<file path="src/rtl/sync_fifo_core.sv">
// sync_fifo_core: single-clock FIFO built on a register array.
// Data is read out through a register, so it appears one cycle after the read is accepted.
// The empty/full flags are decoded combinationally from the occupancy count.
// Optional feature macro FIFO_OVF_UDF_EN adds the overflow and underflow outputs.
// Each is a 1-cycle registered pulse that flags a rejected write or a rejected read.
module sync_fifo_core #(
    parameter int unsigned FIFO_WIDTH = 8,
    parameter int unsigned FIFO_DEPTH = 16
) (
    input  logic                  clk,
    input  logic                  rstN,
    input  logic                  wr_en,
    input  logic [FIFO_WIDTH-1:0] data_in,
    input  logic                  rd_en,
    output logic [FIFO_WIDTH-1:0] data_out,
    output logic                  empty,
`ifdef FIFO_OVF_UDF_EN
    output logic                  full,
    output logic                  overflow,
    output logic                  underflow
`else
    output logic                  full
`endif
);

    localparam int unsigned PTR_W = (FIFO_DEPTH > 1) ? $clog2(FIFO_DEPTH) : 1;
    localparam int unsigned CNT_W = PTR_W + 1;

    logic [FIFO_WIDTH-1:0] mem_q [FIFO_DEPTH];

    logic [PTR_W-1:0]      wr_ptr_q,   wr_ptr_d;
    logic [PTR_W-1:0]      rd_ptr_q,   rd_ptr_d;
    logic [CNT_W-1:0]      count_q,    count_d;
    logic [FIFO_WIDTH-1:0] data_out_q, data_out_d;
    logic                  wr_acc;
    logic                  rd_acc;

`ifdef FIFO_OVF_UDF_EN
    logic overflow_q,  overflow_d;
    logic underflow_q, underflow_d;
`endif

    // Flags decode the pre-edge count, so a write never bypasses to a read.
    assign empty    = (count_q == '0);
    assign full     = (count_q == CNT_W'(FIFO_DEPTH));
    assign data_out = data_out_q;

`ifdef FIFO_OVF_UDF_EN
    assign overflow  = overflow_q;
    assign underflow = underflow_q;
`endif

    // Acceptance, pointer advance, occupancy and read-data next-state logic.
    always_comb begin
        wr_acc     = wr_en & ~full;
        rd_acc     = rd_en & ~empty;
        wr_ptr_d   = wr_ptr_q;
        rd_ptr_d   = rd_ptr_q;
        data_out_d = data_out_q;
        count_d    = count_q + CNT_W'(wr_acc) - CNT_W'(rd_acc);
        if (wr_acc) begin
            wr_ptr_d = wr_ptr_q + PTR_W'(1);
        end
        if (rd_acc) begin
            rd_ptr_d   = rd_ptr_q + PTR_W'(1);
            data_out_d = mem_q[rd_ptr_q];
        end
`ifdef FIFO_OVF_UDF_EN
        overflow_d  = wr_en & full;
        underflow_d = rd_en & empty;
`endif
    end

    // Control and read-data registers with synchronous active-low reset.
    always_ff @(posedge clk) begin
        if (!rstN) begin
            wr_ptr_q    <= '0;
            rd_ptr_q    <= '0;
            count_q     <= '0;
            data_out_q  <= '0;
`ifdef FIFO_OVF_UDF_EN
            overflow_q  <= 1'b0;
            underflow_q <= 1'b0;
`endif
        end else begin
            wr_ptr_q    <= wr_ptr_d;
            rd_ptr_q    <= rd_ptr_d;
            count_q     <= count_d;
            data_out_q  <= data_out_d;
`ifdef FIFO_OVF_UDF_EN
            overflow_q  <= overflow_d;
            underflow_q <= underflow_d;
`endif
        end
    end

    // Storage array: no reset, and it is written only when a write is accepted outside reset.
    always_ff @(posedge clk) begin
        if (rstN && wr_acc) begin
            mem_q[wr_ptr_q] <= data_in;
        end
    end

endmodule

</file>
<file path="config.mk">
export PLATFORM = sky130hd
export DESIGN_NAME = sync_fifo_core
export DESIGN_NICKNAME = d
export VERILOG_FILES = /design/src/rtl/sync_fifo_core.sv
export SDC_FILE = /design/constraint.sdc
export NUM_CORES = 1
export LEC_CHECK = 0
export ABC_AREA = 1
export CORE_MARGIN = 5
export CORE_UTILIZATION = 45
export CTS_BUF_LIST = sky130_fd_sc_hd__clkbuf_16
export CTS_CLUSTER_SIZE = 20
export DETAILED_ROUTE_END_ITERATION = 12
export PLACE_DENSITY = 0.63
export SLEW_MARGIN = 10
export SYNTH_ARGS = -nofsm -noshare
export SYNTH_HDL_FRONTEND = slang
export SYNTH_SLANG_ARGS = --single-unit
</file>
<file path="constraint.sdc">
create_clock -name clk -period 3 [get_ports clk]
set_input_delay 0.6 -clock clk [delete_from_list [all_inputs] [get_ports clk]]
set_output_delay 0.6 -clock clk [all_outputs]
set_load 0.02 [all_outputs]
</file>
# Yosys cells after proc, flatten, opt, wreduce, memory -nomap -nowiden
# Memories as Yosys holds them, arrays and structs flattened. A register that Yosys moved wholly into a read port is not among the register bits.
# Index checks and enable logic that the tools add are counted.
# totals
ff_bits	13
ram_bits	128
out_inout_bits	10
wordCells	18
mem_count	1
# memory_table
memory	depth	word_bits	read_ports	rd_clocked_by_memory_dff	write_ports	line	source
mem_q	16	8	1	1	1	29	logic [FIFO_WIDTH-1:0] mem_q [FIFO_DEPTH];
# op_classes
n_addsub	4
n_eq_ne	1
n_mux	2
bitwise_logic	4
n_reduce_logical	3
# op_table
operator	n
4-bit by 1-bit adder with 4-bit output (second input constant)	2
5-bit by 1-bit adder with 5-bit output	1
5-bit == test (second input constant)	1
5-bit zero test	1
5-bit by 1-bit subtractor with 5-bit output	1
1-bit bitwise AND	2
1-bit 2-to-1 mux	2
1-bit inverter	2
1-bit logical AND	1
1-bit zero test	1

# Logic depth before layout (Yosys ltp)
# Gate-level depths: netlist (run 1).
# depth
depth_word	6
ltp_mapped	14
mapped_depth_nobuf	13

# Worst setup path before layout (run 1)
# Ideal clock, no wire load.
# synth_timing
kind	register to register
from	reg count_q[3]
to	reg count_q[4]
setup_time_ps	122
t_arrival_ps	2259
t_required_ps	2878
setup_slack_ps	618
path_stages_with_launch	15
synth_period_minus_slack_ps	2382
path_cell_list	dfxtp_1 > inv_1 > ha_1 > nand4_1 > nand2_1 > inv_1 > buf_2 > ha_1 > inv_1 > ha_1 > fa_1 > a21oi_1 > o21bai_1 > o21ai_0 > a21oi_1
# synth_between
word_cells_on_any_way	8
# synth_rtl
item	line	source
from (decl)	33	logic [CNT_W-1:0] count_q, count_d;
from (signal assigned)	88	count_q <= count_d;
5-bit zero test	44	assign empty = (count_q == '0);
1-bit inverter	56	rd_acc = rd_en & ~empty;
1-bit bitwise AND	56	
net rd_acc	36	logic rd_acc;
5-bit by 1-bit subtractor with 5-bit output	60	count_d = count_q + CNT_W'(wr_acc) - CNT_W'(rd_acc);
# The timed path passes the listed nets, and every way through them passes these cells.
# A chain may end at the register's enable or synchronous reset.

# Worst setup path after layout (run 1)
# layout_timing
from	reg count_q[3]
to	reg count_q[4]
# layout_between
elab_chain_len	5
word_cells_on_any_way	8
# layout_lines
item	line	source
5-bit == test	45	assign full = (count_q == CNT_W'(FIFO_DEPTH));
1-bit inverter	55	wr_acc = wr_en & ~full;
1-bit bitwise AND	55	
5-bit by 1-bit adder with 5-bit output	60	
5-bit by 1-bit subtractor with 5-bit output (*)	60	
# Mark *: on every way between the ends. The rest lies on a longest branch, timed or not.

==> report_table.html, run 1 <==
<table>
<tr><th>Metric</th><th>Value</th></tr>
<tr><th colspan="2">Die</th></tr>
<tr><td>Core ar.</td><td>~14000 sq um</td></tr>
<tr><td>Total Die Area</td><td>~17000 sq um</td></tr>
<tr><td>Starting density of the core</td><td>0.453</td></tr>
<tr><td>Die W</td><td>between 100 and 150 microns</td></tr>
<tr><td>Die extent in y</td><td>approximately 130 microns</td></tr>
<tr><td>I/O pin count</td><td>22</td></tr>
<tr><td>Standard-cell rows</td><td>44</td></tr>
<tr><th colspan="2">Clock network</th></tr>
<tr><td>Buffer count from post-CTS setup fixing</td><td>0</td></tr>
<tr><td>Clk Tree Root Cell</td><td>clkbuf_16</td></tr>
<tr><td>Clock slew at reported path FFs</td><td>around 60 ps</td></tr>
<tr><td>CTS hold repair buffers</td><td>0</td></tr>
<tr><td>Number of sinks on the clock net</td><td>~150</td></tr>
<tr><td>Total of cells resized after clock tree synthesis</td><td>0</td></tr>
<tr><td>TritonCTS clock tree</td><td>done</td></tr>
<tr><td>Clock latency on the worst-skew pair</td><td>430 ps</td></tr>
<tr><td>Maximum clock path buffer count</td><td>2</td></tr>
<tr><td>H-tree Lvls</td><td>4</td></tr>
<tr><td>Number of buffers inserted during clock tree synthesis</td><td>17</td></tr>
<tr><th colspan="2">Setup path</th></tr>
<tr><td>Crit path kind</td><td>reg -&gt; reg</td></tr>
<tr><td>Worst setup EP type</td><td>flop</td></tr>
<tr><td>Depth of the worst register-to-register path</td><td>13</td></tr>
<tr><td>Buffers plus inverters on the worst setup path</td><td>3</td></tr>
<tr><td>Worst path required time</td><td>around 3300 ps</td></tr>
<tr><td>CP Data Arrival Time</td><td>roughly 2800 ps</td></tr>
<tr><td>Slowest Stage Delay on Critical Path</td><td>around 420 ps</td></tr>
<tr><td>CP cell instances</td><td>inv_1 &gt; ha_1 &gt; nand4_1 &gt; nand2_1 &gt; inv_1 &gt; ha_1 &gt; inv_1 &gt; ha_1 &gt; fa_1 &gt; a21oi_1 &gt; o21bai_1 &gt; o21ai_0 &gt; a21oi_1</td></tr>
<tr><td>Beginning of the worst register-to-register path</td><td>count_q[3]</td></tr>
<tr><td>Cell type of the slowest stage on the worst timing path</td><td>fa_1</td></tr>
<tr><td>Maximum fanout count along the critical path</td><td>6</td></tr>
<tr><td>Reg-to-Reg End</td><td>count_q[4]</td></tr>
<tr><td>Critical path's top delay family</td><td>adder cells</td></tr>
<tr><td>Critical Path Stages</td><td>13</td></tr>
<tr><td>Register-to-Register Setup Slack</td><td>550 ps</td></tr>
<tr><td>Nature of the critical path startpoint</td><td>flop</td></tr>
<tr><th colspan="2">STA</th></tr>
<tr><td>Hold slack</td><td>around 520 ps</td></tr>
<tr><td>Pins over their slew limit</td><td>0</td></tr>
<tr><td>Rel. slew slack</td><td>0.263</td></tr>
<tr><td>Setup repair after global routing missed its margin</td><td>false</td></tr>
<tr><td>Timing-limited maximum frequency</td><td>slightly above 0.4 GHz</td></tr>
<tr><td>Period minus WS final</td><td>roughly 2500 ps</td></tr>
<tr><td>Count of final hold-check violations</td><td>0</td></tr>
<tr><td>Worst-case clock skew</td><td>between 7 and 8 ps</td></tr>
<tr><td>Part of the cycle the worst path needs</td><td>0.817</td></tr>
<tr><td>Actual slew at the worst max-slew pin</td><td>roughly 1100 ps</td></tr>
<tr><td>Final setup violating endpoints</td><td>0</td></tr>
<tr><td>Setup total negative slack</td><td>0 ps</td></tr>
<tr><th colspan="2">Place</th></tr>
<tr><td>HPWL after detailed placement</td><td>roughly 8800 microns</td></tr>
<tr><td>Number of I/O port buffers</td><td>21</td></tr>
<tr><td>Number of instances in the placed design</td><td>around 850</td></tr>
<tr><td>Global placer's final weighted congestion</td><td>roughly 0.85</td></tr>
<tr><th colspan="2">Routing</th></tr>
<tr><td>Detail Route Antenna Nets</td><td>0</td></tr>
<tr><td>Vias/cell</td><td>between 5 and 6</td></tr>
<tr><td>Count of routing violations after the opening detailed-route iteration</td><td>326</td></tr>
<tr><td>DRC violations left</td><td>0</td></tr>
<tr><td>Via Count</td><td>~4400</td></tr>
<tr><td>Final routed wirelength across all metal layers</td><td>roughly 15000 microns</td></tr>
<tr><td>Average routed wire per standard cell</td><td>approximately 17 microns</td></tr>
<tr><td>Detailed Routing Iterations Pass 1</td><td>5</td></tr>
<tr><th colspan="2">Worst hold path</th></tr>
<tr><td>Hold Crit Endpoint</td><td>wr_ptr_q[3]</td></tr>
<tr><td>Min-delay worst type</td><td>reg -&gt; reg</td></tr>
<tr><td>Launch point of the worst hold path</td><td>wr_ptr_q[3]</td></tr>
<tr><td>Worst hold path stage count</td><td>2</td></tr>
<tr><th colspan="2">Cells and area</th></tr>
<tr><td>Final Instance Count excl. Fillers</td><td>about 900</td></tr>
<tr><td>Area used by multi-input combinational logic</td><td>between 1500 and 2000 sq um</td></tr>
<tr><td>Area overhead of the layout relative to synthesis</td><td>16.0%</td></tr>
<tr><td>Fill cell count</td><td>between 1000 and 1500</td></tr>
<tr><td>Final core occ</td><td>0.526</td></tr>
<tr><td>Diodes inserted</td><td>0</td></tr>
<tr><td>Storage cell area</td><td>4270 sq um</td></tr>
<tr><td>Final net count</td><td>~710</td></tr>
<tr><td>Fraction of final layout cells with drive strength greater than 1</td><td>0.0671</td></tr>
<tr><th colspan="2">GRT</th></tr>
<tr><td>Initial antenna violation count</td><td>0</td></tr>
<tr><td>Number of global-route vias before repair</td><td>~4300</td></tr>
<tr><td>Global Route Usage Sum</td><td>0.186</td></tr>
<tr><td>Largest net degree at the start of global routing</td><td>67</td></tr>
<tr><td>Overflow after GRT</td><td>0</td></tr>
<tr><td>Global-route wire length before repair</td><td>23200 microns</td></tr>
<tr><th colspan="2">Pwr</th></tr>
<tr><td>Final Total Pwr</td><td>approximately 6000 uW</td></tr>
<tr><td>Leak pwr</td><td>0.00320 uW</td></tr>
<tr><td>PD cells</td><td>between 700 and 800 nW/um^2</td></tr>
<tr><td>Max rail drop VDD</td><td>a little over 0.0005 V</td></tr>
<tr><th colspan="2">Logic synthesis</th></tr>
<tr><td>Combinational family with the most area after synthesis</td><td>simple AND/OR/NAND/NOR gates</td></tr>
<tr><td>FF+latch count, synth</td><td>149</td></tr>
<tr><td>Total number of yosys warnings</td><td>0</td></tr>
<tr><td>Share of synthesized cell area in and, or, nand and nor gates</td><td>0.219</td></tr>
<tr><td>Fraction of the yosys area taken by sequential cells</td><td>0.655</td></tr>
<tr><td>Synthesized cell area</td><td>roughly 6500 sq um</td></tr>
<tr><td>Xor-xnor portion of the synthesized cell area</td><td>0.00538</td></tr>
<tr><td>Net count after synthesis</td><td>just under 700</td></tr>
<tr><td>Post-synthesis instance total</td><td>656</td></tr>
<tr><td>Yosys cell types</td><td>21</td></tr>
<tr><td>Multiplexer area fraction after synthesis</td><td>0</td></tr>
<tr><td>Fraction of the mapped netlist area in compound gates</td><td>0.0158</td></tr>
<tr><td>Synth Area in Adders</td><td>0.0242</td></tr>
<tr><td>Average instance area after synthesis</td><td>approximately 9.9 sq um</td></tr>
<tr><th colspan="2">Outcome</th></tr>
<tr><td>Outcome</td><td>finished, final reports clean</td></tr>
<tr><th colspan="2">Flow run</th></tr>
<tr><td>Number of max-cap violations</td><td>0</td></tr>
</table>
tightest hold or removal path, delay by kind of cell (launching register included):
| family | cells | cell delay (ps) |
|---|---|---|
| AO/OA/AOI/OAI | 1 | 60 |
| flip-flops | 1 | 340 |
| AND/OR/NAND/NOR | 1 | 70 |
per-stage QoR:
| step | worst slack [ps] | instance area [sq um] |
|---|---|---|
| finish | 549 | 7550 |
| CTS | 557 | 7550 |
| detailed placement | 268 | 6950 |
| global placement | 257 | 6950 |
| global route | 343 | 7550 |
| floorplan | 618 | 6510 |
area by class of cell:
| class | count | share of cell area |
|---|---|---|
| clock buffer | 17 | 0.0563 |
| clock inverter | 15 | 0.0235 |
| inverter | 96 | 0.0477 |
| multi-input combinational | 382 | 0.228 |
| sequential | 149 | 0.565 |
| tap | 184 | 0.0305 |
| timing repair buffer | 41 | 0.0494 |
worst max-delay path by stage:
| stage | startpoint | end | slack, ps |
|---|---|---|---|
| finish | count_q[3] | count_q[4] | 550 |
| global route | count_q[3] | count_q[4] | 340 |
| CTS | count_q[3] | count_q[4] | 560 |
| detailed placement | wr_en | count_q[4] | 270 |
| global placement | wr_en | count_q[4] | 260 |
| floorplan | count_q[3] | count_q[4] | 620 |
sequential cells by signal (all words and copies together), names as in the netlist:
name and flops:
mem_q 128, data_out 8, count_q 5, rd_ptr_q 4, wr_ptr_q 4
power breakdown:
part | internal, uW | switching (uW) | total, uW
Combinational | 478 | 933 | 1410
Clock | 1370 | 799 | 2170
Sequential | 2360 | 58.0 | 2420
per-layer routing:
| layer | GRT usage | wire, microns | vias up |
|---|---|---|---|
| li1 | - | - | 2186 |
| met1 | 0.244 | 6570 | 2124 |
| met2 | 0.302 | 7090 | 112 |
| met3 | 0.0393 | 703 | 25 |
| met4 | 0.0782 | 290 | 0 |
| met5 | 0 | 0 | - |
cells in the mapped netlist:
library cell | count | area, sq um
a21oi_1 | 12 | 60.1
buf_1 | 1 | 3.75
buf_2 | 16 | 80.1
buf_4 | 8 | 60.1
buf_6 | 1 | 11.3
clkbuf_1 | 3 | 11.3
clkinv_1 | 2 | 7.51
dfxtp_1 | 21 | 420
edfxtp_1 | 128 | 3840
fa_1 | 1 | 20.0
ha_1 | 11 | 138
inv_1 | 93 | 349
inv_2 | 1 | 3.75
nand2_1 | 215 | 807
nand3_1 | 96 | 480
nand4_1 | 2 | 12.5
nor2_1 | 33 | 124
o21ai_0 | 7 | 35.0
o21bai_1 | 1 | 7.51
xnor2_1 | 1 | 8.76
xor2_1 | 3 | 26.3
cell usage in the layout, fill, tap and decap left out:
cell             Yosys  final
a21oi_1             12     12
buf_12               0      1
buf_4                8     19
bufinv_16            0      4
clkbuf_16            0     17
clkdlybuf4s50_1      0     21
clkinv_1             2      5
clkinv_4             0      1
clkinvlp_4           0      3
dfxtp_1             21     20
dfxtp_2              0      1
edfxtp_1           128    128
fa_1                 1      1
ha_1                11     11
inv_1               93     97
inv_2                1      1
nand2_1            215    215
nand3_1             96     96
nand4_1              2      2
nor2_1              33     33
o21ai_0              7      7
o21bai_1             1      1
xnor2_1              1      1
xor2_1               3      3
logic make-up (layout without fill, tap and decap cells):
logic type               count (synthesis)  after routing
AO/OA/AOI/OAI                           20             20
XOR/XNOR                                 4              4
adder cells (fa/ha/maj)                 12             12
buffers and inverters                  125            169
flip-flops                             149            149
AND/OR/NAND/NOR                        346            346
Note: power is estimated with default switching activity, not from simulation.
==> inputs of run 2 (changes only) <==
--- a/config.mk
+++ b/config.mk
@@ -11,7 +11,7 @@
 export CTS_BUF_LIST = sky130_fd_sc_hd__clkbuf_16
 export CTS_CLUSTER_SIZE = 20
 export DETAILED_ROUTE_END_ITERATION = 12
-export PLACE_DENSITY = 0.63
+export PLACE_DENSITY = 0.65
 export SLEW_MARGIN = 10
 export SYNTH_ARGS = -nofsm -noshare
 export SYNTH_HDL_FRONTEND = slang
==> constraint.sdc (replaced) <==
create_clock -name clk -period 2.2 [get_ports clk]
set_input_delay 0.44 -clock clk [delete_from_list [all_inputs] [get_ports clk]]
set_output_delay 0.44 -clock clk [all_outputs]
set_load 0.02 [all_outputs]
==> run 2 against run 1 <==
Register-to-register slack got worse by 460 ps. Maximum frequency rose by 16%. First-iteration DRC count rose by 5.5%. Worst hold slack improved by 5.8 ps. Via count rose by 1.6%. Non-clock buffer count rose by 12. Global-route usage fell by 0.70 points. Critical path depth did not move. Largest power group unchanged.
==> report_table.html, run 2 (same netlist as run 1, synthesis figures left out) <==
<table>
<tr><th>Metric</th><th>Value</th></tr>
<tr><th colspan="2">Outcome</th></tr>
<tr><td>Outcome</td><td>finished, final reports clean</td></tr>
<tr><th colspan="2">Setup path</th></tr>
<tr><td>Worst path required time</td><td>2500 ps (-810 ps)</td></tr>
<tr><td>Maximum fanout count along the critical path</td><td>2 (-4)</td></tr>
<tr><td>Register-to-Register Setup Slack</td><td>90 ps (-460 ps)</td></tr>
<tr><td>Reg-to-Reg End</td><td>count_q[4]</td></tr>
<tr><td>CP Data Arrival Time</td><td>2410 ps (-350 ps)</td></tr>
<tr><td>Beginning of the worst register-to-register path</td><td>count_q[2]</td></tr>
<tr><td>Nature of the critical path startpoint</td><td>flop</td></tr>
<tr><td>Depth of the worst register-to-register path</td><td>13 (unchanged)</td></tr>
<tr><td>Crit path kind</td><td>reg -&gt; reg</td></tr>
<tr><td>Worst setup EP type</td><td>flop</td></tr>
<tr><th colspan="2">Die</th></tr>
<tr><td>Die extent in y</td><td>130 microns (unchanged)</td></tr>
<tr><td>Starting density of the core</td><td>0.453 (unchanged)</td></tr>
<tr><td>Standard-cell rows</td><td>44 (unchanged)</td></tr>
<tr><td>I/O pin count</td><td>22 (unchanged)</td></tr>
<tr><td>Total Die Area</td><td>17000 sq um (unchanged)</td></tr>
<tr><td>Core ar.</td><td>14400 sq um (unchanged)</td></tr>
<tr><td>Die W</td><td>130 microns (unchanged)</td></tr>
<tr><th colspan="2">Cells and area</th></tr>
<tr><td>Flip-flop count of the largest register, all copies and words added</td><td>128 (unchanged)</td></tr>
<tr><td>Largest register by flop count</td><td>mem_q</td></tr>
<tr><td>Area used by multi-input combinational logic</td><td>1770 sq um (+2.8%)</td></tr>
<tr><td>Most frequent cells in the layout</td><td>nand2_1 (213), edfxtp_1 (128), nand3_1 (96)</td></tr>
<tr><td>Most common library cell in the layout ignoring fill and taps</td><td>nand2_1</td></tr>
<tr><td>Diodes inserted</td><td>0 (unchanged)</td></tr>
<tr><td>Fill cell count</td><td>1247 (-0.56%)</td></tr>
<tr><td>Final core occ</td><td>0.533 (+0.00792)</td></tr>
<tr><td>Fraction of final layout cells with drive strength greater than 1</td><td>0.107 (+0.0396)</td></tr>
<tr><td>Storage cell area</td><td>4270 sq um (about the same)</td></tr>
<tr><td>Area overhead of the layout relative to synthesis</td><td>17.7%</td></tr>
<tr><td>Final net count</td><td>723 (+1.7%)</td></tr>
<tr><th colspan="2">Place</th></tr>
<tr><td>Pre-CTS WS</td><td>-180 ps (-448 ps)</td></tr>
<tr><td>Number of I/O port buffers</td><td>21 (unchanged)</td></tr>
<tr><td>HPWL after detailed placement</td><td>9020 microns (+2.6%)</td></tr>
<tr><td>Global placer's final weighted congestion</td><td>0.949 (+12%)</td></tr>
<tr><th colspan="2">STA</th></tr>
<tr><td>Period minus WS final</td><td>2110 ps (-338 ps)</td></tr>
<tr><td>Final Worst Setup Slack</td><td>87.2 ps (-462 ps)</td></tr>
<tr><td>Count of final hold-check violations</td><td>0 (unchanged)</td></tr>
<tr><td>Hold slack</td><td>526 ps (+5.85 ps)</td></tr>
<tr><td>Timing-limited maximum frequency</td><td>0.473 GHz (+16%)</td></tr>
<tr><td>Setup repair after global routing missed its margin</td><td>true</td></tr>
<tr><td>Final setup violating endpoints</td><td>0 (unchanged)</td></tr>
<tr><td>Actual slew at the worst max-slew pin</td><td>729 ps (-370 ps)</td></tr>
<tr><td>Part of the cycle the worst path needs</td><td>0.960 (+0.143)</td></tr>
<tr><td>Worst-case clock skew</td><td>6.33 ps (-1.10 ps)</td></tr>
<tr><td>Rel. slew slack</td><td>0.512 (+0.250)</td></tr>
<tr><td>Pins over their slew limit</td><td>0 (unchanged)</td></tr>
<tr><th colspan="2">Routing</th></tr>
<tr><td>Detailed Routing Iterations Pass 1</td><td>5 (unchanged)</td></tr>
<tr><td>Final routed wirelength across all metal layers</td><td>14100 microns (-3.6%)</td></tr>
<tr><td>Detail Route Antenna Nets</td><td>0 (unchanged)</td></tr>
<tr><td>Average routed wire per standard cell</td><td>15.8 microns (-4.9%)</td></tr>
<tr><td>DRC violations left</td><td>0 (unchanged)</td></tr>
<tr><td>Via Count</td><td>4517 (+1.6%)</td></tr>
<tr><td>Vias/cell</td><td>5.04 (+0.21%)</td></tr>
<tr><td>Count of routing violations after the opening detailed-route iteration</td><td>344 (+5.5%)</td></tr>
<tr><th colspan="2">GRT</th></tr>
<tr><td>Largest net degree at the start of global routing</td><td>44 (-34%)</td></tr>
<tr><td>Global Route Usage Sum</td><td>0.179 (-0.00696)</td></tr>
<tr><td>Number of global-route vias before repair</td><td>4433 (+2.5%)</td></tr>
<tr><td>Overflow after GRT</td><td>0 (unchanged)</td></tr>
<tr><td>Initial antenna violation count</td><td>0 (unchanged)</td></tr>
<tr><td>Global-route wire length before repair</td><td>22500 microns (-3.0%)</td></tr>
<tr><th colspan="2">Clock network</th></tr>
<tr><td>Number of buffers inserted during clock tree synthesis</td><td>17 (unchanged)</td></tr>
<tr><td>Clk Tree Root Cell</td><td>clkbuf_16</td></tr>
<tr><td>Number of sinks on the clock net</td><td>149 (unchanged)</td></tr>
<tr><td>Maximum clock path buffer count</td><td>2 (unchanged)</td></tr>
<tr><td>H-tree Lvls</td><td>4 (unchanged)</td></tr>
<tr><td>CTS hold repair buffers</td><td>0 (unchanged)</td></tr>
<tr><td>TritonCTS clock tree</td><td>done</td></tr>
<tr><td>Clock slew at reported path FFs</td><td>60 ps (about the same)</td></tr>
<tr><td>Clock latency on the worst-skew pair</td><td>420 ps (about the same)</td></tr>
<tr><th colspan="2">Flow run</th></tr>
<tr><td>Number of max-cap violations</td><td>0 (unchanged)</td></tr>
<tr><th colspan="2">Pwr</th></tr>
<tr><td>Leak pwr</td><td>0.00324 uW (+1.4%)</td></tr>
<tr><td>PD cells</td><td>1080 nW/um^2 (+35%)</td></tr>
<tr><td>Max rail drop VDD</td><td>0.000610 V (+20%)</td></tr>
<tr><th colspan="2">Worst hold path</th></tr>
<tr><td>Worst hold path stage count</td><td>2 (unchanged)</td></tr>
<tr><td>Launch point of the worst hold path</td><td>wr_ptr_q[3]</td></tr>
<tr><td>Min-delay worst type</td><td>reg -&gt; reg</td></tr>
<tr><td>Hold Crit Endpoint</td><td>wr_ptr_q[3]</td></tr>
</table>
run 2: timing repair:
item                       in CTS  in global routing
resized for setup               2                  1
pin swaps                       0                  6
setup buffers                   0                  4
setup endpoints to repair       2                  1
run 2: critical path, stage by stage, from the launching register on:
cell and delay (ps):
dfxtp_2 320, inv_2 70, ha_4 140, nand4_1 120
nand2_2 100, inv_2 50, ha_4 260, inv_2 30
ha_4 150, fa_2 360, a21oi_2 140, o21bai_1 80
o21ai_1 120, a21oi_1 50
run 2: worst max path at each step:
stage / start / endpoint / cells after the start / slack, ps
after floorplan: count_q[3] / count_q[4] / 14 / 3
after global placement: wr_en / count_q[4] / 10 / -170
after detailed placement: wr_en / count_q[4] / 10 / -180
after CTS: count_q[3] / count_q[4] / 13 / 30
after global routing: count_q[2] / count_q[4] / 13 / -20
final: count_q[2] / count_q[4] / 13 / 90
run 2: stage by stage:
stage	area [sq um]	total power [uW]	cells	setup TNS, ps
4_1_cts	7630	8270	892	0
3_3_place_gp	7040	5360	860	-172
3_5_place_dp	7040	5410	860	-180
5_1_grt	7660	8690	896	-18.4
6_report	7660	8240	896	0
2_1_floorplan	6570	4790	656	0
run 2: routing by layer:
metal | vias to the layer above | routed length [microns] | GRT usage | part of all wire
met5 | - | 0 | 0 | 0
met4 | 0 | 482 | 0.0850 | 0.034
met3 | 37 | 717 | 0.0430 | 0.051
met2 | 111 | 6940 | 0.293 | 0.49
met1 | 2159 | 5980 | 0.225 | 0.42
li1 | 2210 | - | - | -
run 2: area by class of cell:
| cell class | instances | share of cell area |
|---|---|---|
| Multi-Input combinational cell | 382 | 0.231 |
| Timing Repair Buffer | 53 | 0.0584 |
| Sequential cell | 149 | 0.557 |
| Clock buffer | 17 | 0.0555 |
| Clock inverter | 15 | 0.0215 |
| Inverter | 96 | 0.0470 |
| Tap cell | 184 | 0.0300 |
run 2: where the power goes:
| group | total [uW] | internal [uW] | switching [uW] |
|---|---|---|---|
| Clock | 2860 | 1770 | 1100 |
| Combinational | 2050 | 736 | 1320 |
| Sequential | 3320 | 3220 | 101 |
==> inputs of run 3 (changes only) <==
--- a/config.mk
+++ b/config.mk
@@ -6,12 +6,14 @@
 export NUM_CORES = 1
 export LEC_CHECK = 0
 export ABC_AREA = 1
+export CELL_PAD_IN_SITES_DETAIL_PLACEMENT = 0
+export CELL_PAD_IN_SITES_GLOBAL_PLACEMENT = 1
 export CORE_MARGIN = 5
-export CORE_UTILIZATION = 45
+export CORE_UTILIZATION = 42
 export CTS_BUF_LIST = sky130_fd_sc_hd__clkbuf_16
 export CTS_CLUSTER_SIZE = 20
 export DETAILED_ROUTE_END_ITERATION = 12
-export PLACE_DENSITY = 0.65
+export PLACE_DENSITY = 0.74
 export SLEW_MARGIN = 10
 export SYNTH_ARGS = -nofsm -noshare
 export SYNTH_HDL_FRONTEND = slang
==> run 3 against run 2 <==
Maximum frequency grew 1.9%. Register-to-register slack better by 40 ps. Flip-flop and latch count unchanged. Power decreased by 5.4%. Combinational power hardly changed. Worst hold slack worse by 11 ps. Clock power fell by 16%. Design area decreased by 1.1%. Sequential share of layout area up 0.61 points. Largest power group unchanged.
==> report_table.html, run 3 (same netlist as run 1, synthesis figures left out) <==
<table>
<tr><th>Metric</th><th>Value</th></tr>
<tr><th colspan="2">GRT</th></tr>
<tr><td>Initial antenna violation count</td><td>0 (unchanged)</td></tr>
<tr><td>Global routing's busiest layer</td><td>met2</td></tr>
<tr><td>Fraction of met3 tracks used by global routing</td><td>0.0499 (+0.00695)</td></tr>
<tr><td>GR met1 Demand/Resource</td><td>0.220 (-0.00456)</td></tr>
<tr><td>Largest net degree at the start of global routing</td><td>43 (-2.3%)</td></tr>
<tr><td>Global-route wire length before repair</td><td>23200 microns (+3.2%)</td></tr>
<tr><td>GRT met2 Usage</td><td>0.282 (-0.0115)</td></tr>
<tr><td>Overflow after GRT</td><td>0 (unchanged)</td></tr>
<tr><td>Number of global-route vias before repair</td><td>4394 (-0.88%)</td></tr>
<tr><td>Global Route Usage Sum</td><td>0.172 (-0.00710)</td></tr>
<tr><th colspan="2">STA</th></tr>
<tr><td>Actual slew at the worst max-slew pin</td><td>742 ps (+13.3 ps)</td></tr>
<tr><td>Timing-limited maximum frequency</td><td>0.482 GHz (+1.9%)</td></tr>
<tr><td>Count of final hold-check violations</td><td>0 (unchanged)</td></tr>
<tr><td>Pins over their slew limit</td><td>0 (unchanged)</td></tr>
<tr><td>Rel. slew slack</td><td>0.503 (-0.00891)</td></tr>
<tr><td>Period minus WS final</td><td>2070 ps (-39.4 ps)</td></tr>
<tr><td>Final setup violating endpoints</td><td>0 (unchanged)</td></tr>
<tr><td>Setup total negative slack</td><td>0 ps (unchanged)</td></tr>
<tr><td>Part of the cycle the worst path needs</td><td>0.942 (-0.0179)</td></tr>
<tr><td>Worst-case clock skew</td><td>5.48 ps (-0.850 ps)</td></tr>
<tr><td>Setup repair after global routing missed its margin</td><td>true</td></tr>
<tr><th colspan="2">Routing</th></tr>
<tr><td>DRC violations left</td><td>0 (unchanged)</td></tr>
<tr><td>Via Count</td><td>4399 (-2.6%)</td></tr>
<tr><td>Count of routing violations after the opening detailed-route iteration</td><td>356 (+3.5%)</td></tr>
<tr><td>Average routed wire per standard cell</td><td>16.2 microns (+2.7%)</td></tr>
<tr><td>Detailed Routing Iterations Pass 1</td><td>5 (unchanged)</td></tr>
<tr><td>Vias/cell</td><td>4.88 (-3.3%)</td></tr>
<tr><td>Final routed wirelength across all metal layers</td><td>14600 microns (+3.4%)</td></tr>
<tr><td>Detail Route Antenna Nets</td><td>0 (unchanged)</td></tr>
<tr><th colspan="2">Die</th></tr>
<tr><td>I/O pin count</td><td>22 (unchanged)</td></tr>
<tr><td>Core ar.</td><td>15200 sq um (+5.8%)</td></tr>
<tr><td>Total Die Area</td><td>18100 sq um (+6.6%)</td></tr>
<tr><td>Standard-cell rows</td><td>45 (+2.3%)</td></tr>
<tr><td>Die W</td><td>135 microns (+3.2%)</td></tr>
<tr><td>Starting density of the core</td><td>0.428 (-0.0248)</td></tr>
<tr><td>Die extent in y</td><td>135 microns (+3.2%)</td></tr>
<tr><th colspan="2">Clock network</th></tr>
<tr><td>Clock slew at reported path FFs</td><td>50 ps (about the same)</td></tr>
<tr><td>TritonCTS clock tree</td><td>done</td></tr>
<tr><td>Number of buffers inserted during clock tree synthesis</td><td>17 (unchanged)</td></tr>
<tr><td>Clk Tree Root Cell</td><td>clkbuf_16</td></tr>
<tr><td>CTS hold repair buffers</td><td>0 (unchanged)</td></tr>
<tr><td>Maximum clock path buffer count</td><td>2 (unchanged)</td></tr>
<tr><td>Clock latency on the worst-skew pair</td><td>420 ps (about the same)</td></tr>
<tr><td>H-tree Lvls</td><td>4 (unchanged)</td></tr>
<tr><td>Buffer count from post-CTS setup fixing</td><td>0 (unchanged)</td></tr>
<tr><td>Number of sinks on the clock net</td><td>149 (unchanged)</td></tr>
<tr><th colspan="2">Pwr</th></tr>
<tr><td>Net switching power</td><td>2470 uW (-2.0%)</td></tr>
<tr><td>Power share of the sequential group</td><td>0.426 (+0.023)</td></tr>
<tr><td>Portion of total power attributed to the clock network</td><td>0.308 (-0.040)</td></tr>
<tr><td>Leak pwr</td><td>0.00324 uW (about the same)</td></tr>
<tr><td>Sw Ratio</td><td>0.316 (+0.0110)</td></tr>
<tr><td>Design internal power</td><td>5330 uW (-6.9%)</td></tr>
<tr><td>Max rail drop VDD</td><td>0.000606 V (-0.64%)</td></tr>
<tr><td>PD cells</td><td>1030 nW/um^2 (-4.4%)</td></tr>
<tr><td>Relative contribution of combinational cells to total power</td><td>0.267 (+0.018)</td></tr>
<tr><th colspan="2">Setup path</th></tr>
<tr><td>Critical Path Sink</td><td>count_q[4]</td></tr>
<tr><td>Nature of the critical path startpoint</td><td>flop</td></tr>
<tr><td>CP cell instances</td><td>inv_2 &gt; ha_4 &gt; nand4_1 &gt; nand2_2 &gt; inv_2 &gt; ha_4 &gt; inv_2 &gt; ha_4 &gt; fa_2 &gt; a21oi_2 &gt; o21bai_1 &gt; o21ai_1 &gt; a21oi_1</td></tr>
<tr><td>CP Data Arrival Time</td><td>2380 ps (-30 ps)</td></tr>
<tr><td>Beginning of the worst register-to-register path</td><td>count_q[3]</td></tr>
<tr><td>Register-to-Register Setup Slack</td><td>130 ps (+40 ps)</td></tr>
<tr><td>Depth of the worst register-to-register path</td><td>13 (unchanged)</td></tr>
<tr><td>Launching instance or port of the critical path</td><td>count_q[3]</td></tr>
<tr><td>Worst path required time</td><td>2500 ps (about the same)</td></tr>
<tr><td>Slowest Stage Delay on Critical Path</td><td>340 ps (-20 ps)</td></tr>
<tr><td>Crit path kind</td><td>reg -&gt; reg</td></tr>
<tr><td>Reg-to-Reg End</td><td>count_q[4]</td></tr>
<tr><td>Maximum fanout count along the critical path</td><td>2 (unchanged)</td></tr>
<tr><td>Cell type of the slowest stage on the worst timing path</td><td>fa_2</td></tr>
<tr><td>Worst setup EP type</td><td>flop</td></tr>
<tr><th colspan="2">Cells and area</th></tr>
<tr><td>Final net count</td><td>725 (+0.28%)</td></tr>
<tr><td>Most frequent cells in the layout</td><td>nand2_1 (214), edfxtp_1 (128), inv_1 (96), nand3_1 (96), buf_4 (34)</td></tr>
<tr><td>Fill cell count</td><td>1376 (+10%)</td></tr>
<tr><td>Flip-flop count of the largest register, all copies and words added</td><td>128 (unchanged)</td></tr>
<tr><td>Final core occ</td><td>0.499 (-0.0347)</td></tr>
<tr><td>Area overhead of the layout relative to synthesis</td><td>16.5%</td></tr>
<tr><td>Most common library cell in the layout ignoring fill and taps</td><td>nand2_1</td></tr>
<tr><td>Fraction of final layout cells with drive strength greater than 1</td><td>0.0938 (-0.0129)</td></tr>
<tr><td>Diodes inserted</td><td>0 (unchanged)</td></tr>
<tr><td>Largest register by flop count</td><td>mem_q</td></tr>
<tr><th colspan="2">Worst hold path</th></tr>
<tr><td>Min-delay worst type</td><td>reg -&gt; reg</td></tr>
<tr><th colspan="2">Outcome</th></tr>
<tr><td>Outcome</td><td>finished, final reports clean</td></tr>
<tr><th colspan="2">Place</th></tr>
<tr><td>Number of I/O port buffers</td><td>21 (unchanged)</td></tr>
<tr><td>Global placer's final weighted congestion</td><td>0.772 (-19%)</td></tr>
<tr><td>HPWL after detailed placement</td><td>9330 microns (+3.4%)</td></tr>
<tr><th colspan="2">Flow run</th></tr>
<tr><td>Number of max-cap violations</td><td>0 (unchanged)</td></tr>
</table>
## run 3: cell types whose count changed in the layout (fill, tap and decap cells not counted)
cell,change
clkinv_2,-2
nand2_1,+1
inv_1,+6
bufinv_16,-3
buf_4,+2
dlygate4sd2_1,-1
clkinv_4,-3
nand2_2,-1
clkinv_1,+4
dlymetal6s2s_1,+1
clkinvlp_4,-2
## run 3: power groups by stage
| stage | sequential, uW | combinational [uW] | clock [uW] |
|---|---|---|---|
| 5_1_grt | 3330 | 2350 | 2580 |
| 6_report | 3320 | 2080 | 2400 |
| 4_1_cts | 3320 | 2120 | 2440 |
| 3_5_place_dp | 3380 | 2120 | 0 |
| 3_3_place_gp | 3370 | 2080 | 0 |
| 2_1_floorplan | 3410 | 1390 | 0 |
## run 3: metal layers
metal  wire length, microns  vias to the layer above
li1                       -                     2214
met1                   6560                     2087
met2                   7070                       79
met3                    685                       19
met4                    284                        0
met5                      0                        -
## run 3: worst max-delay path, delay by kind of cell (launching register included)
family	cells	cell delay (ps)
buf+inv	3	160
compound gates	4	370
flops	1	330
simple gates	2	220
fa+ha+maj	4	870
## run 3: layout make-up
| type | count | area [sq um] | area share |
|---|---|---|---|
| sequential | 149 | 4270 | 0.563 |
| multi-input combinational | 382 | 1770 | 0.233 |
| timing repair buffer | 55 | 467 | 0.0616 |
| clock buffer | 17 | 425 | 0.0561 |
| inverter | 96 | 360 | 0.0475 |
| tap | 188 | 235 | 0.0310 |
| clock inverter | 15 | 61.3 | 0.00809 |
## run 3: through the flow
stage	total power [uW]	hold WS (ps)	area (sq um)	setup WS, ps	instances
floorplan	4790	472	6570	3.34	656
global placement	5450	503	7090	-155	870
detailed placement	5490	513	7090	-159	870
CTS	7880	522	7580	3.30	902
global route	8260	541	7580	-0.369	902
finish	7800	515	7580	127	902
## run 3: timing repair
item                                    CTS  global route
endpoints found under the setup margin    1             2
gates resized for setup                   1             1
pin swaps                                 0             4
## run 3: worst min path at each step
stage	start	endpoint	slack [ps]	depth (start not counted)
6_report	wr_ptr_q[3]	wr_ptr_q[3]	520	2
5_1_grt	wr_ptr_q[3]	wr_ptr_q[3]	540	2
4_1_cts	wr_ptr_q[3]	wr_ptr_q[3]	520	2
3_5_place_dp	wr_ptr_q[3]	wr_ptr_q[3]	510	2
3_3_place_gp	wr_ptr_q[3]	wr_ptr_q[3]	500	2
2_1_floorplan	wr_ptr_q[3]	wr_ptr_q[3]	470	2
